<file path="src/rtl/tick_generator.sv">
// tick_generator: programmable period/width pulse generator with
// free-running, one-shot and burst modes plus start/busy/done handshake.
module tick_generator #(
  parameter int unsigned CNT_W          = 32,
  parameter int unsigned PW_W           = 8,
  parameter int unsigned BURST_W        = 8,
  parameter int unsigned DEFAULT_PERIOD = 5
) (
  input  logic               clk,
  input  logic               rst_n,
  input  logic               clear,
  input  logic               ena,
  input  logic               load,
  input  logic               start,
  input  logic [CNT_W-1:0]   period_i,
  input  logic [PW_W-1:0]    width_i,
  input  logic [1:0]         mode_i,
  input  logic [BURST_W-1:0] burst_i,
  output logic               out,
  output logic               busy,
  output logic               done,
  output logic [CNT_W-1:0]   count_o
);

  typedef enum logic {
    IDLE = 1'b0,
    RUN  = 1'b1
  } state_t;

  typedef enum logic [1:0] {
    MODE_FREE     = 2'b00,
    MODE_ONESHOT  = 2'b01,
    MODE_BURST    = 2'b10,
    MODE_FREE_ALT = 2'b11
  } mode_t;

  state_t             state;
  mode_t              mode_r;
  mode_t              new_mode;
  logic [CNT_W-1:0]   period_r;
  logic [PW_W-1:0]    width_r;
  logic [BURST_W-1:0] burst_r;
  logic [CNT_W-1:0]   count;
  logic [PW_W-1:0]    pw_cnt;
  logic [BURST_W-1:0] pulses_left;

  logic [CNT_W-1:0]   period_eff;
  logic [PW_W-1:0]    width_nz;
  logic [CNT_W-1:0]   width_eff;
  logic [PW_W-1:0]    pw_load;
  logic [BURST_W-1:0] burst_eff;
  logic               seq_mode;
  logic               new_free;
  logic               terminal;

  // Clamped effective configuration and terminal-count decode
  always_comb begin
    period_eff = (period_r == '0) ? CNT_W'(1) : period_r;
    width_nz   = (width_r == '0) ? PW_W'(1) : width_r;
    if (CNT_W'(width_nz) > period_eff) begin
      width_eff = period_eff;
    end else begin
      width_eff = CNT_W'(width_nz);
    end
    pw_load   = PW_W'(width_eff - CNT_W'(1));
    if (mode_r == MODE_ONESHOT || burst_r == '0) begin
      burst_eff = BURST_W'(1);
    end else begin
      burst_eff = burst_r;
    end
    seq_mode  = (mode_r == MODE_ONESHOT) || (mode_r == MODE_BURST);
    new_mode  = mode_t'(mode_i);
    new_free  = !((new_mode == MODE_ONESHOT) || (new_mode == MODE_BURST));
    terminal  = (count == period_eff - CNT_W'(1));
  end

  // Config, counters, pulse timing and run/idle control
  always_ff @(posedge clk or negedge rst_n) begin
    if (!rst_n) begin
      period_r    <= CNT_W'(DEFAULT_PERIOD);
      width_r     <= PW_W'(1);
      mode_r      <= MODE_FREE;
      burst_r     <= BURST_W'(1);
      count       <= '0;
      pw_cnt      <= '0;
      pulses_left <= '0;
      out         <= 1'b0;
      done        <= 1'b0;
      state       <= RUN;
    end else begin
      done <= 1'b0;
      if (clear) begin
        count       <= '0;
        pw_cnt      <= '0;
        pulses_left <= '0;
        out         <= 1'b0;
        state       <= seq_mode ? IDLE : RUN;
      end else if (load) begin
        period_r    <= period_i;
        width_r     <= width_i;
        mode_r      <= new_mode;
        burst_r     <= burst_i;
        count       <= '0;
        pw_cnt      <= '0;
        pulses_left <= '0;
        out         <= 1'b0;
        state       <= new_free ? RUN : IDLE;
      end else if (start && state == IDLE && seq_mode) begin
        state       <= RUN;
        count       <= '0;
        pulses_left <= burst_eff;
      end else if (state == RUN && ena) begin
        count <= terminal ? '0 : count + CNT_W'(1);
        // A new pulse start wins over expiry of the current one, so
        // width == period keeps out high across back-to-back pulses.
        if (terminal && (!seq_mode || pulses_left != '0)) begin
          out    <= 1'b1;
          pw_cnt <= pw_load;
          if (seq_mode) begin
            pulses_left <= pulses_left - BURST_W'(1);
          end
        end else if (out) begin
          if (pw_cnt == '0) begin
            out <= 1'b0;
            if (seq_mode && pulses_left == '0) begin
              state <= IDLE;
              count <= '0;
              done  <= 1'b1;
            end
          end else begin
            pw_cnt <= pw_cnt - PW_W'(1);
          end
        end
      end
    end
  end

  assign busy    = (state == RUN);
  assign count_o = count;

endmodule

</file>
<file path="config.mk">
export PLATFORM = sky130hd
export DESIGN_NAME = tick_generator
export DESIGN_NICKNAME = d
export VERILOG_FILES = /design/src/rtl/tick_generator.sv
export SDC_FILE = /design/constraint.sdc
export NUM_CORES = 1
export LEC_CHECK = 0
export CELL_PAD_IN_SITES_DETAIL_PLACEMENT = 0
export CELL_PAD_IN_SITES_GLOBAL_PLACEMENT = 1
export CORE_MARGIN = 8
export CORE_UTILIZATION = 43
export DETAILED_ROUTE_END_ITERATION = 8
export GPL_TIMING_DRIVEN = 0
export HOLD_SLACK_MARGIN = 0.15
export PLACE_DENSITY = 0.78
export SETUP_SLACK_MARGIN = 0.05
export SLEW_MARGIN = 20
export SYNTH_ARGS = -nofsm -noshare
export SYNTH_HDL_FRONTEND = slang
export SYNTH_SLANG_ARGS = --single-unit
</file>
<file path="constraint.sdc">
create_clock -name clk -period 6.4 [get_ports clk]
set_input_delay 0.64 -clock clk [delete_from_list [all_inputs] [get_ports clk]]
set_output_delay 0.64 -clock clk [all_outputs]
set_load 0.01 [all_outputs]
</file>
==> impl_metrics.tcl <==
set metrics [dict create \
    synth_flop_cell "dfrtp_1" \
    synth_top_cell_area_share 0.344 \
    p_clk_frac 0.336 \
    seq_power_share 0.425 \
    crit_path_start "period_r[22]" \
    setup_violations 0 \
    drcViolationCount 0 \
    ir_worst_vdd_mv 0.138 \
    grt_pass1_wl_mm 36.3 \
    grt_max_degree 69 \
    cp_data_arrival_time_ns 6.15 \
    path_buf_inv 3 \
    synthCells 781 \
    avgSynthCellArea_sq_um 8.95 \
    grt_usage 0.227 \
    powerDensity_nw_per_um2 212 \
    hold_violations 0 \
    path_clk_slew_ns 0.07 \
    required_ns 6.68 \
    antenna_cells 0 \
    synth_seq_cells 101 \
    status "complete, no violations" \
    maxCapViolations 0 \
    wl_per_cell_um 20.6 \
    r2r-end "pw_cnt[4]" \
    h-tree-depth 3 \
    die_area_sq_um 20600 \
    synthTopCellsByCount "96 x dfrtp_1, 69 x nand2_1, 50 x nor2_1" \
    r2r-start "period_r[22]" \
    die_w_um 143 \
    worst_pin_slew_ns 0.920 \
    dpl.hpwl_mm 17.5 \
    vias 6669 \
    grt_overflow 0 \
    period_share 0.917 \
    min_period_ns 5.87 \
    power.internal_uw 1240 \
    ys_types 75 \
    total_power_uw 1810 \
    p_leak_uw 0.00333 \
    clk_latency_ns 0.36 \
    area_delta_synth_final_pct 22.4 \
    clockBufferDepth 2 \
    crit_chain "or4_1, or4_1, buf_2, nor2_2, a21oi_1, ha_1, a22oi_1, o221ai_1, a211oi_1, nand3_1, a211o_1, a211oi_2, nand3_2, clkbuf_2, mux2i_1, ha_2, nand2_1, or3_1, inv_1, nand2_1, a2111o_1, o21ai_1" \
    fill_cells 1495 \
    crit_end "pw_cnt[4]" \
    syn_area_sq_um 6990 \
    async_reset_ff_frac 1.00 \
    reg2reg_setup_slack_ns 0.53 \
    clock_skew_ns 0.00736 \
    firstDrtPassIters 5 \
    dieHeight_um 143 \
    crit_slowest_cell "or4_1" \
    start_kind "flop" \
    yosys.area.top_type "dfrtp_1" \
    row_count 46 \
    drive_gt1_frac 0.0980 \
    switching_share 0.313 \
    cp_top_family "simple AND/OR/NAND/NOR gates" \
    grt_antenna_before_repair 0 \
    rr_worst_depth 22 \
    grt_pass1_vias 6630 \
    hold_path.class "input pin to asynchronous set/reset pin" \
    crit_fanout 10 \
    cts_root_buf "clkbuf_16" \
    synth_most_common_cell "dfrtp_1" \
    cp_slowest_stage_delay_ns 0.61 \
    drtIter0Drc 500 \
    worstSetupEndpointType "flop" \
    initial_utilization 0.440 \
    p_sw_uw 566 \
    stdcell_area_sq_um 8550 \
    crit_type "flop to flop" \
    slew_headroom 0.382 \
    synth_fp_nets 850 \
    combPwrFrac 0.239 \
    core_area_sq_um 15900 \
    place_congestion 0.914 \
    drt_wl_total_mm 22.7 \
    cts_hold_buf 0 \
    synth_area_leaders "dfrtp_1 34%, mux2_2 6.1%, xnor2_1 4.0%" \
    final_nets 952 \
    place_area_sq_um 8190 \
    synth_enable_flop_cells 0 \
    numCtsBuffers 9 \
    tritoncts "yes" \
    path_depth 22 \
    slew_viol_final 0 \
    fmax_mhz 170 \
    clock_sink_count 101 \
    portBuffers 90 \
    seq_area_frac_synth 0.363 \
    ant_nets 0 \
    yosysWarningCount 0 \
    vias_per_cell 6.04 \
    rsz0062_at_grt "no" \
    ios 91 \
]
==> kinds of logic (layout without fill, tap and decap cells) <==
logic type	count (synthesis)	in the layout	synth area share
and+or+nand+nor	320	320	0.249
AOI/OAI and AO/OA	175	175	0.182
DFF	101	101	0.363
buffers and inverters	73	180	0.0401
muxes	54	54	0.0843
xor gates and xnor gates	45	45	0.0584
adders and majority gates	13	13	0.0233
==> how the worst min path moves through the flow <==
| stage | endpoint | depth (start not counted) |
|---|---|---|
| 6_report | width_r[6] | 1 |
| 3_3_place_gp | mode_r[0] | 1 |
| 4_1_cts | width_r[6] | 1 |
| 3_5_place_dp | mode_r[0] | 1 |
| 5_1_grt | width_r[6] | 1 |
| 2_1_floorplan | burst_r[1] | 0 |
==> power groups by stage <==
stage	registers, uW	clock network (uW)	logic, uW
4_1_cts	768	624	428
2_1_floorplan	753	0	286
5_1_grt	778	649	479
6_report	768	609	432
3_3_place_gp	778	0	412
3_5_place_dp	779	0	424
==> metal layers <==
metal	global-route usage	wire (um)	vias to the layer above
li1	-	-	3147
met4	0.101	957	0
met3	0.0528	1200	47
met5	0	0	-
met2	0.366	10600	206
met1	0.284	9970	3269
==> flip-flops by register name, indices dropped and copies added (netlist names) <==
name and cells:
burst_r 8, busy 1, count_o 32, done 1
mode_r 2, out 1, period_r 32, pulses_left 8
pw_cnt 8, width_r 8
==> per-stage QoR <==
stage	cells	utilization	TNS, ns	hold WS, ns	setup WS (ns)
floorplan	781	-	0	0.344	1.08
detailed placement	1088	0.515	-0.319	0.532	-0.189
CTS	1104	0.536	0	0.168	0.0520
global placement	1087	0.514	-0.167	0.510	-0.113
finish	1104	0.538	0	0.163	0.529
global route	1104	0.538	0	0.178	0.0487
==> worst reg2reg max path, cell delays in order (launching register included) <==
cell and delay (ns):
dfrtp_1 0.44, or4_1 0.61, or4_1 0.53, buf_2 0.21, nor2_2 0.22, a21oi_1 0.14, ha_1 0.38, a22oi_1 0.17
o221ai_1 0.13, a211oi_1 0.28, nand3_1 0.12, a211o_1 0.27, a211oi_2 0.26, nand3_2 0.20, clkbuf_2 0.27, mux2i_1 0.20
ha_2 0.26, nand2_1 0.11, or3_1 0.37, inv_1 0.09, nand2_1 0.05, a2111o_1 0.39, o21ai_1 0.07
==> cell usage in the layout (no fill, tap or decap), drive strengths merged, types with 19 or more instances in the layout <==
master         count
a21oi             19
nor3              29
dfrtp             96
xnor2             32
nand2             69
nor2              50
nor4              29
inv               24
o21a              21
nand3             28
o311ai            19
clkbuf            52
o21ai             32
mux2              39
clkdlybuf4s50     89
==> final cells by class <==
cell class / count / area [sq um] / area share
Multi-Input combinational cell: 607 / 4210 / 0.492
Sequential cell: 101 / 2530 / 0.296
Timing Repair Buffer: 91 / 930 / 0.109
Tap cell: 216 / 270 / 0.0316
Clock buffer: 11 / 243 / 0.0284
Buffer: 49 / 193 / 0.0225
Inverter: 24 / 90.1 / 0.0105
Clock inverter: 5 / 82.6 / 0.00966
==> what timing repair did <==
| item | in CTS | in global routing |
|---|---|---|
| pin swaps | 0 | 0 |
| endpoints found under the setup margin | 2 | 3 |
| setup buffers | 0 | 0 |
| gates resized for setup | 1 | 11 |
Power figures use the tool's default switching activity.
